`config.mk`:
```
export PLATFORM = sky130hd
export DESIGN_NAME = ser_tx_sched
export DESIGN_NICKNAME = d
export VERILOG_FILES = /design/src/rtl/ser_pkg.sv /design/src/rtl/rr_arbiter.sv /design/src/rtl/ser_tx_sched.sv
export SDC_FILE = /design/constraint.sdc
export NUM_CORES = 1
export LEC_CHECK = 0
export BUFFER_PORTS_ARGS = -buffer_cell sky130_fd_sc_hd__buf_2
export CAP_MARGIN = 40
export CORE_MARGIN = 2
export CORE_UTILIZATION = 25
export CTS_CLUSTER_SIZE = 14
export DETAILED_ROUTE_END_ITERATION = 6
export PLACE_DENSITY_LB_ADDON = 0.12
export SKIP_LAST_GASP = 1
export SLEW_MARGIN = 20
export SYNTH_ARGS = -nofsm -noshare
export SYNTH_HDL_FRONTEND = slang
export SYNTH_SLANG_ARGS = --single-unit
```
`constraint.sdc`:
```
create_clock -name clk -period 10.11 [get_ports clk]
set_clock_uncertainty 0.05 [all_clocks]
set_input_delay 1.011 -clock clk [delete_from_list [all_inputs] [get_ports clk]]
set_output_delay 1.011 -clock clk [all_outputs]
set_load 0.05 [all_outputs]
```
`src/rtl/ser_pkg.sv`:
```
// Shared types and link-format constants for the serial transmit scheduler.
// A frame is: start bit, destination, length, payload (MSB first), stop bit.
package ser_pkg;

  localparam int DST_W   = 2;
  localparam int LEN_W   = 4;
  localparam int HDR_W   = DST_W + LEN_W;
  localparam int MAX_LEN = (2 ** LEN_W) - 1;

  localparam logic IDLE_LINE = 1'b1;
  localparam logic START_BIT = 1'b0;

  typedef enum logic [2:0] {
    IDLE,
    START,
    HDR,
    DATA,
    STOP,
    GAP
  } state_e;

endpackage

```
`src/rtl/rr_arbiter.sv`:
```
// Combinational round-robin pick: first set request at or above ptr_i, wrapping.
module rr_arbiter #(
  parameter int N_REQ = 4,
  parameter int IDX_W = (N_REQ > 1) ? $clog2(N_REQ) : 1
) (
  input  logic [N_REQ-1:0] req_i,
  input  logic [IDX_W-1:0] ptr_i,
  output logic [N_REQ-1:0] grant_o,
  output logic [IDX_W-1:0] idx_o
);

  logic found;

  always_comb begin
    grant_o = '0;
    idx_o   = '0;
    found   = 1'b0;
    for (int i = 0; i < N_REQ; i++) begin
      if (!found && req_i[IDX_W'((int'(ptr_i) + i) % N_REQ)]) begin
        found = 1'b1;
        grant_o[IDX_W'((int'(ptr_i) + i) % N_REQ)] = 1'b1;
        idx_o = IDX_W'((int'(ptr_i) + i) % N_REQ);
      end
    end
  end

endmodule

```
`src/rtl/ser_tx_sched.sv`:
```
// Shares one serial line among N_REQ requesters in round-robin order, framing
// each granted request as start / {dst,len} / payload / stop, then an idle gap.
module ser_tx_sched
  import ser_pkg::*;
#(
  parameter int N_REQ    = 4,
  parameter int IDLE_GAP = 2
) (
  input  logic                     clk,
  input  logic                     rst_n,
  input  logic [N_REQ-1:0]         req_i,
  input  logic [DST_W*N_REQ-1:0]   dst_i,
  input  logic [LEN_W*N_REQ-1:0]   len_i,
  input  logic [MAX_LEN*N_REQ-1:0] data_i,
  output logic [N_REQ-1:0]         gnt_o,
  output logic [N_REQ-1:0]         done_o,
  output logic                     busy_o,
  output logic                     ser_out_o
);

  localparam int IDX_W = (N_REQ > 1) ? $clog2(N_REQ) : 1;

  state_e             state_q;
  logic [IDX_W-1:0]   ptr_q;
  logic [IDX_W-1:0]   ptr_d;
  logic [IDX_W-1:0]   owner_q;
  logic [HDR_W-1:0]   hdr_q;
  logic [LEN_W-1:0]   len_q;
  logic [MAX_LEN-1:0] data_q;
  logic [LEN_W-1:0]   cnt_q;
  logic [N_REQ-1:0]   arb_gnt;
  logic [IDX_W-1:0]   arb_idx;

  rr_arbiter #(
    .N_REQ(N_REQ),
    .IDX_W(IDX_W)
  ) u_arb (
    .req_i  (req_i),
    .ptr_i  (ptr_q),
    .grant_o(arb_gnt),
    .idx_o  (arb_idx)
  );

  assign ptr_d = (arb_idx == IDX_W'(N_REQ - 1)) ? '0 : arb_idx + 1'b1;

  // cnt_q is reused: header bits left, then payload bits left, then gap cycles left.
  always_ff @(posedge clk or negedge rst_n) begin
    if (!rst_n) begin
      state_q   <= IDLE;
      ptr_q     <= '0;
      owner_q   <= '0;
      hdr_q     <= '0;
      len_q     <= '0;
      data_q    <= '0;
      cnt_q     <= '0;
      gnt_o     <= '0;
      done_o    <= '0;
      busy_o    <= 1'b0;
      ser_out_o <= IDLE_LINE;
    end else begin
      gnt_o  <= '0;
      done_o <= '0;
      case (state_q)
        IDLE: begin
          ser_out_o <= IDLE_LINE;
          busy_o    <= 1'b0;
          if (|req_i) begin
            gnt_o   <= arb_gnt;
            owner_q <= arb_idx;
            ptr_q   <= ptr_d;
            hdr_q   <= {dst_i[arb_idx*DST_W +: DST_W], len_i[arb_idx*LEN_W +: LEN_W]};
            len_q   <= len_i[arb_idx*LEN_W +: LEN_W];
            data_q  <= data_i[arb_idx*MAX_LEN +: MAX_LEN];
            busy_o  <= 1'b1;
            state_q <= START;
          end
        end
        START: begin
          ser_out_o <= START_BIT;
          cnt_q     <= LEN_W'(HDR_W);
          state_q   <= HDR;
        end
        HDR: begin
          ser_out_o <= hdr_q[HDR_W-1];
          hdr_q     <= {hdr_q[HDR_W-2:0], 1'b0};
          cnt_q     <= cnt_q - 1'b1;
          if (cnt_q == LEN_W'(1)) begin
            cnt_q   <= len_q;
            state_q <= (len_q != '0) ? DATA : STOP;
          end
        end
        DATA: begin
          ser_out_o <= data_q[cnt_q - 1'b1];
          cnt_q     <= cnt_q - 1'b1;
          if (cnt_q == LEN_W'(1)) begin
            state_q <= STOP;
          end
        end
        STOP: begin
          ser_out_o       <= IDLE_LINE;
          done_o[owner_q] <= 1'b1;
          cnt_q           <= LEN_W'(IDLE_GAP);
          state_q         <= GAP;
        end
        GAP: begin
          ser_out_o <= IDLE_LINE;
          cnt_q     <= cnt_q - 1'b1;
          if (cnt_q == LEN_W'(1)) begin
            state_q <= IDLE;
          end
        end
        default: begin
          state_q <= IDLE;
        end
      endcase
    end
  end

endmodule

```
==> key figures, run 1 <==
Die
  • Die H: 135 µm
  • CORE AREA: 17100 µm²
  • Std-Cell Rows: 48
  • Initial Util: 25.2%
  • IO Count: 100
  • Die area: approximately 18000 µm²
  • Die width: 135 µm

Synthesis
  • Post-synth EDFFs: 0
  • Synth cell types: 57
  • Register area share after synthesis: about a quarter
  • Synth async-reset ratio: 100%
  • Flops & latches, synth: 46
  • Top-area cell type share of the netlist area: 26.1%
  • Synth Flop Type: dfrtp_1
  • Mean Syn Cell Area: 7.98 µm²
  • Warnings from Yosys: 0
  • Dominant cell type by area after synthesis: dfrtp_1
  • Synth area leaders: dfrtp_1 26%, a21oi_1 6.3%, nand2_1 6.2%
  • Netlist Area Pre-Place: 4320 µm²
  • Gate count after technology mapping: 541
  • Syn Nets: roughly 640

Clock network
  • Post-CTS Resized: 0
  • Post-CTS Setup Inserts: 0
  • CTS Sinks: 46
  • CTS tree: done
  • H-tree levels: 2
  • CTS Buffer Depth: 2
  • CTS Root Buffer Type: clkbuf_16
  • Clock transition at path regs: 0.06 ns
  • Clock Latency Late Sink: about 0.29 ns
  • Total CTS buffers: 5
  • Hold_buf cts: 0

Placed design
  • GPL Wtd Cong: 0.807
  • PortBufs: between 90 and 100
  • Final HPWL from detailed placement: 11.2 mm
  • DP Area: slightly below 5000 µm²

GRT
  • Number of global-route vias before repair: 4369
  • Largest net degree at the start of global routing: 64
  • Total congestion overflow: 0
  • Initial antenna violation count: 0
  • First-pass GRT wire length: 24.5 mm
  • Gr usage total: 16.8%

Worst setup path
  • CP arrival: between 4 and 5 ns
  • Critical path class: reg2reg
  • Crit-path max FO: 63
  • Worst endpoint required time: 10.20 ns
  • CP Capture Type: register
  • Critical path startpoint category: register

Routing
  • Routed vias/inst: 5.47
  • DRC: 0
  • Drt first pass iters: 5
  • Via count: 4548
  • Initial DRC count: 569
  • Routed Antenna Nets: 0
  • Final WL: approximately 16 mm
  • Post-DR wirelength/cell: 18.9 µm

Status
  • Status: finished clean

Timing
  • Final hold violations: 0
  • Fmax: 0.229 GHz
  • Count of final setup violators: 0
  • Final min period: ~4.4 ns
  • Post-route clock period utilization: 43.1%
  • Setup TNS: 0 ns
  • Unrepaired setup endpoints after global routing: no
  • Count of pins over their slew limit: 0
  • Max_slew headroom: 45.1%
  • Worst slew pin tran: between 0.8 and 0.9 ns

Power
  • Max VDD drop: 0.000123 V
  • Design Power: 1.74 mW
  • P per Cell Area: 340 nW/µm²
  • Leakage power: 2.18 nW

Final layout
  • Most common cell after layout, fill and taps aside: buf_2
  • Fin util: 29.8%
  • Antenna diodes: 0
  • Share of post-route cells with drive strength above 1: 23.3%
  • P&R area growth vs syn: 18.3%
  • Commonest cells after routing, fill and taps aside: 99 x buf_2, 71 x nand2_1, 54 x a21oi_1
  • Final Cell Area: roughly 5100 µm²
  • Final net count: 705

Job
  • Max-Cap Viols: 0

Min path
  • Class of the worst hold path: reg2reg
[report_power, final]
| part | total, mW | leakage (nW) | switching, mW | internal, mW |
|---|---|---|---|---|
| Combinational | 1.19 | 1.53 | 0.748 | 0.446 |
| Sequential | 0.354 | 0.570 | 0.0874 | 0.267 |
| Clock | 0.189 | 0.0771 | 0.0720 | 0.117 |
| Total | 1.74 | 2.18 | 0.907 | 0.830 |
[per-layer routing]
metal / wire length, µm / vias up / track usage (%)
li1: - / 2159 / -
met1: 7660 / 2210 / 25.0
met2: 7060 / 167 / 26.0
met3: 779 / 12 / 1.61
met4: 185 / 0 / 4.40
met5: 0 / - / 0
[Yosys cell counts, types with 2 or more instances]
master,n
dfrtp_1,45
a41oi_1,2
inv_1,9
ha_1,10
buf_1,2
a221o_1,3
a31oi_1,3
nand3_1,50
o21ai_0,18
nor2_1,23
a22o_1,16
a221oi_1,3
nor2b_1,6
mux2i_1,26
mux2_2,6
o2111ai_1,3
nor4_1,2
a211oi_1,4
mux4_2,8
nor3_1,7
nand4_1,11
a21oi_1,54
nand2_1,71
a22oi_1,3
buf_6,2
buf_4,3
o21ai_1,3
buf_2,17
and2_1,7
o211ai_1,31
o221ai_1,3
a21boi_0,3
nand2b_1,10
clkbuf_1,26
o22ai_1,5
and3b_1,3
o31ai_1,18
nor3b_1,6
[state kept, by name, indices dropped and copies added (netlist names)]
register and flops:
state_q 3, gnt_o 4, busy_o 1, ptr_q 2, owner_q 2, len_q 4
done_o 4, cnt_q 4, data_q 15, hdr_q 6, ser_out_o 1
[worst paths after layout]
path                       slack, ns  cells after the start         end       start
hold reg to reg                 0.41                      1   done_o[1]  owner_q[1]
min in group asynchronous       0.76                      2   done_o[3]       rst_n
setup reg to reg                5.75                      9  data_q[10]    ptr_q[0]
hold / removal                  0.41                      1   done_o[1]  owner_q[1]
setup / recovery                5.75                      9  data_q[10]    ptr_q[0]
max in group asynchronous       8.80                      2    ptr_q[0]       rst_n
[layout make-up]
class                      instances  area, µm²
sequential                        46       1150
inverter                           9       33.8
tap                              225        282
clock buffer                       6        129
clock inverter                     2       37.5
multi-input combinational        436       2910
timing repair buffer             107        563
fill                            1861      12000
[per-stage QoR]
step                cells  hold slack [ns]  setup slack [ns]
floorplan             541            0.375              6.81
global placement      822            0.400              5.45
detailed placement    823            0.398              5.78
CTS                   831            0.409              5.76
global route          831            0.443              5.49
finish                831            0.409              5.75
[logic make-up (layout without fill, tap and decap cells)]
group / count (synthesis) / count (layout) / synth area share (%)
and+or+nand+nor: 201 / 201 / 22.8
AOI/OAI and AO/OA: 181 / 181 / 28.7
buffers and inverters: 59 / 124 / 6.23
DFF: 46 / 46 / 26.7
muxes: 41 / 41 / 12.1
adders and majority gates: 11 / 11 / 3.13
xor gates and xnor gates: 2 / 2 / 0.406
[critical path, stage by stage (launching register included)]
cell and delay, ns:
dfrtp_2 0.34, buf_4 0.58, inv_1 0.14, ha_1 0.59
mux4_2 0.85, nor2b_4 0.71, o21ai_4 0.10, nand2_4 0.29
mux2i_1 0.36, o211ai_1 0.12
Note: power is estimated with default switching activity, not from simulation.
==> inputs of run 2 (changes only) <==
==> constraint.sdc (replaced) <==
create_clock -name clk -period 4.4 [get_ports clk]
set_clock_uncertainty 0.05 [all_clocks]
set_input_delay 0.44 -clock clk [delete_from_list [all_inputs] [get_ports clk]]
set_output_delay 0.44 -clock clk [all_outputs]
set_load 0.05 [all_outputs]
==> key figures, run 2 (synthesis gave the netlist of run 1 again) <==
Status
  • Status: finished clean

Worst setup path
  • Crit-path max FO: 16
  • Crit-path cells: inv_1, ha_1, mux4_2, nand2b_1, buf_4, nand4_1, o2111ai_1, a22oi_1, o21ai_0
  • Critical path startpoint category: register
  • Critical path class: reg2reg
  • CP arrival: 3.57 ns
  • Critical Path Stages: 9
  • CP max stage cell: ha_1
  • CP Capture Type: register
  • CP bufs+invs: 2
  • Max incr delay on CP: 0.60 ns
  • Cell family with most CP delay: compound AO/OA/AOI/OAI gates
  • Worst endpoint required time: around 4.5 ns
  • R2R depth: 9

Clock network
  • Total CTS buffers: 5
  • CTS Buffer Depth: 2
  • CTS Sinks: 46
  • Clock Latency Late Sink: 0.29 ns
  • Post-CTS Resized: 0
  • Post-CTS Setup Inserts: 0
  • Clock transition at path regs: 0.06 ns
  • Hold_buf cts: 0
  • H-tree levels: 2
  • CTS tree: done
  • CTS Root Buffer Type: clkbuf_16

Timing
  • Final hold violations: 0
  • Hold Slack: 0.200 ns
  • Unrepaired setup endpoints after global routing: no
  • Fmax: 0.288 GHz
  • Worst slew pin tran: 0.763 ns
  • Max_slew headroom: 49.1%
  • Post-route clock period utilization: between 70% and 80%
  • Count of pins over their slew limit: 0
  • Setup TNS: 0 ns
  • Count of final setup violators: 0
  • Final min period: 3.48 ns

Die
  • Die area: 18300 µm²
  • Die width: 135 µm
  • CORE AREA: 17100 µm²
  • Die H: 135 µm
  • Initial Util: 25.2%
  • Std-Cell Rows: between 40 and 50
  • IO Count: 100

GRT
  • Initial antenna violation count: 0
  • First-pass GRT wire length: between 20 and 25 mm
  • Gr usage total: approximately 17%
  • Number of global-route vias before repair: about 4500
  • Largest net degree at the start of global routing: 63
  • Total congestion overflow: 0

Power
  • Sequential Power Share: 19.5%
  • Max VDD drop: 0.000354 V
  • Internal power: 1.95 mW
  • Leakage power: 2.21 nW
  • Clock power frac: roughly 11%
  • P per Cell Area: just under 800 nW/µm²
  • Sw Pwr: ~2.1 mW
  • Switching part of the total power: 51.8%
  • Combinational share of power: 69.4%

Final layout
  • Top flop regs: data_q: 15 flops, hdr_q: 6 flops
  • Biggest register: data_q
  • P&R area growth vs syn: 19.3%
  • Commonest cells after routing, fill and taps aside: 99 x buf_2, 71 x nand2_1, 54 x a21oi_1
  • Most common cell after layout, fill and taps aside: buf_2
  • Max reg flops: 15
  • Final net count: 712
  • Antenna diodes: 0
  • Share of post-route cells with drive strength above 1: 24.0%

Routing
  • Final WL: 15.7 mm
  • Drt first pass iters: 5
  • Initial DRC count: 428
  • Post-DR wirelength/cell: 18.7 µm
  • Routed Antenna Nets: 0
  • Routed vias/inst: 5.44
  • DRC: 0
  • Via count: 4556

Job
  • Max-Cap Viols: 0

Placed design
  • Final HPWL from detailed placement: around 11 mm
  • PortBufs: 99
  • GPL Wtd Cong: 0.829

Min path
  • Class of the worst hold path: in2async
==> run 2: worst register-to-register path, delay by kind of cell (launching register included) <==
family                   cells  cell delay [ns]
AND/OR/NAND/NOR              2             0.59
AO/OA/AOI/OAI                3             0.66
multiplexers                 1             0.58
buffers and inverters        2             0.51
flip-flops                   1             0.34
adder cells (fa/ha/maj)      1             0.60
==> run 2: metrics by stage <==
stage / total power, mW / utilization, % / instance area (µm²) / worst slack, ns / instances
after floorplan: 2.89 / - / 4320 / 1.10 / 541
after global placement: 3.59 / 29.1 / 4980 / 1.04 / 830
after detailed placement: 3.61 / 29.1 / 4980 / 0.942 / 830
after CTS: 4.07 / 30.1 / 5150 / 0.916 / 838
after global routing: 4.39 / 30.1 / 5150 / 0.721 / 838
final: 4.05 / 30.1 / 5150 / 0.923 / 838
==> run 2: per-layer routing <==
metal	GRT usage (%)	part of all wire, %	vias to the layer above
met5	0	0	-
met4	4.17	1.1	0
met3	2.66	5.2	12
met2	26.8	46	134
met1	24.1	48	2236
li1	-	-	2174
==> run 2: power by group through the flow <==
stage / combinational (mW) / sequential [mW] / clock, mW
after floorplan: 2.11 / 0.778 / 0
after global placement: 2.79 / 0.803 / 0
after detailed placement: 2.80 / 0.802 / 0
after CTS: 2.81 / 0.795 / 0.459
after global routing: 3.09 / 0.824 / 0.476
final: 2.81 / 0.791 / 0.447
==> run 2: cell type report <==
class | count | area, µm²
Tap cell | 225 | 282
Sequential cell | 46 | 1150
Multi-Input combinational cell | 436 | 2900
Inverter | 9 | 33.8
Clock inverter | 1 | 30.0
Timing Repair Buffer | 114 | 608
Fill cell | 1839 | 12000
Clock buffer | 7 | 143
==> run 2: worst paths after layout <==
check	start	endpoint	slack, ns
min	rst_n	done_o[0]	0.20
min reg2reg	owner_q[1]	done_o[1]	0.40
max	ptr_q[1]	hdr_q[3]	0.92
max reg2reg	ptr_q[1]	hdr_q[3]	0.92
max in group asynchronous	rst_n	ptr_q[0]	3.65
min in group clk	dst_i[2]	hdr_q[4]	0.37
==> inputs of run 3 (changes only) <==
==> constraint.sdc (replaced) <==
create_clock -name clk -period 3 [get_ports clk]
set_clock_uncertainty 0.05 [all_clocks]
set_input_delay 0.3 -clock clk [delete_from_list [all_inputs] [get_ports clk]]
set_output_delay 0.3 -clock clk [all_outputs]
set_load 0.05 [all_outputs]
==> key figures, run 3 (synthesis gave the netlist of run 1 again) <==
Die
  • Initial Util: 25.2%
  • IO Count: 100
  • Std-Cell Rows: 48
  • CORE AREA: 17100 µm²
  • Die area: 18300 µm²
  • Die width: 135 µm
  • Die H: 135 µm

Routing
  • DRC: 0
  • Post-DR wirelength/cell: about 19 µm
  • Routed Antenna Nets: 0
  • Drt first pass iters: 5
  • Final WL: 16.0 mm
  • Routed vias/inst: 5.43
  • Initial DRC count: 451
  • Via count: 4694

Final layout
  • Share of post-route cells with drive strength above 1: 27.7%
  • Most common cell after layout, fill and taps aside: buf_2
  • P&R area growth vs syn: 26.1%
  • Antenna diodes: 0
  • Commonest cells after routing, fill and taps aside: 99 x buf_2, 71 x nand2_1, 54 x a21oi_1
  • Top flop regs: data_q: 15 flops, hdr_q: 6 flops
  • Fillers: 1835
  • Combined area of the multi-input logic cells: about 2900 µm²
  • Reg area: 1150 µm²
  • Final net count: 738
  • Final Cell Area: roughly 5400 µm²
  • Biggest register: data_q
  • Max reg flops: 15

Worst setup path
  • Critical path class: reg2reg
  • Cell family with most CP delay: multiplexers
  • CP bufs+invs: 2
  • Crit-path cells: inv_1, ha_1, mux4_2, buf_4, nor2b_2, o21ai_4, nand2_4, mux2i_1, o211ai_1
  • Worst endpoint required time: 3.10 ns
  • CP Capture Type: register
  • CP arrival: 2.91 ns
  • CP max stage cell: mux4_2
  • Crit-path max FO: 18
  • Max incr delay on CP: 0.58 ns
  • Critical path startpoint category: register

GRT
  • Initial antenna violation count: 0
  • Gr usage total: 17.5%
  • First-pass GRT wire length: 25.7 mm
  • Number of global-route vias before repair: 4520
  • Total congestion overflow: 0
  • Largest net degree at the start of global routing: 62

Timing
  • Post-route clock period utilization: between 90 and 100%
  • Final hold violations: 0
  • Final WS setup: 0.194 ns
  • Worst slew pin tran: 0.798 ns
  • Count of pins over their slew limit: 0
  • Hold Slack: 0.241 ns
  • Final min period: 2.81 ns
  • Count of final setup violators: 0
  • Fmax: 0.356 GHz
  • Max_slew headroom: between 40% and 50%

Placed design
  • PortBufs: 99
  • GPL Wtd Cong: 0.785
  • Final HPWL from detailed placement: 11.8 mm
  • Dpl ws: 0.0801 ns
  • DP Area: 5230 µm²

Power
  • Switching part of the total power: roughly 50%
  • Internal power: 3.18 mW
  • P per Cell Area: 1160 nW/µm²
  • Sw Pwr: 3.15 mW
  • Sequential Power Share: 17.6%
  • Clock power frac: approximately a tenth
  • Combinational share of power: 72.4%
  • Leakage power: 2.36 nW
  • Max VDD drop: between 0.0004 and 0.0005 V

Clock network
  • H-tree levels: 2
  • CTS Root Buffer Type: clkbuf_16
  • CTS tree: done
  • CTS Buffer Depth: 2
  • Clock Latency Late Sink: 0.29 ns
  • Total CTS buffers: 5
  • CTS Sinks: 46
  • Clock transition at path regs: 0.07 ns

Min path
  • Class of the worst hold path: in2reg

Status
  • Status: finished clean

Job
  • Max-Cap Viols: 0
run 3: changes by cell type in the layout (fill, tap and decap cells not counted), sizes merged:
| cell | delta |
|---|---|
| buf | +25 |
| clkbuf | -2 |
| clkinv | +2 |
| dlygate4sd3 | +1 |
run 3: final cells by class:
class	count	share of cell area (%)
clock inverters	3	0.735
multi-input cells	436	53.6
well taps	225	5.17
inverters	9	0.620
flip-flops and latches	46	21.2
clock buffers	5	2.30
repair buffers	140	16.4
run 3: repair_timing:
item,in CTS,in global routing
hold buffers,1,0
resized for setup,0,3
buffers inserted,0,3
hold endpoints to repair,16,0
setup endpoints to repair,0,12
run 3: worst paths after layout:
path / start / endpoint / slack (ns) / depth (start not counted)
setup / recovery: ptr_q[0] / data_q[2] / 0.19 / 9
hold / removal: dst_i[2] / hdr_q[4] / 0.24 / 3
setup reg to reg: ptr_q[0] / data_q[2] / 0.19 / 9
hold reg to reg: owner_q[1] / done_o[1] / 0.41 / 1
max in group asynchronous: rst_n / data_q[12] / 1.92 / 3
min in group asynchronous: rst_n / cnt_q[1] / 0.45 / 2
run 3: layer usage:
layer | wire (µm) | share of wire [%] | vias to the layer above | track usage (%)
met5 | 0 | 0 | - | 0
met4 | 285 | 1.8 | 0 | 4.34
met3 | 723 | 4.5 | 18 | 1.76
met2 | 7300 | 46 | 164 | 27.1
met1 | 7720 | 48 | 2286 | 26.2
li1 | - | - | 2226 | -
run 3: power groups by stage:
stage,registers [mW],logic (mW),clock network (mW)
finish,1.12,4.59,0.634
global route,1.15,5.05,0.678
CTS,1.12,4.53,0.648
detailed placement,1.13,4.51,0
global placement,1.12,4.49,0
floorplan,1.14,3.12,0
run 3: metrics by stage:
| stage | power [mW] | std cells | util [%] | setup TNS, ns |
|---|---|---|---|---|
| 2_1_floorplan | 4.26 | 541 | - | 0 |
| 3_5_place_dp | 5.64 | 852 | 30.6 | 0 |
| 6_report | 6.34 | 864 | 31.8 | 0 |
| 4_1_cts | 6.29 | 861 | 31.6 | 0 |
| 3_3_place_gp | 5.61 | 851 | 30.4 | 0 |
| 5_1_grt | 6.88 | 864 | 31.8 | -0.00845 |
run 3: tightest hold or removal path: stages:
cell      delay, ns
buf_2          0.11
a31oi_1        0.07
o221ai_1       0.06
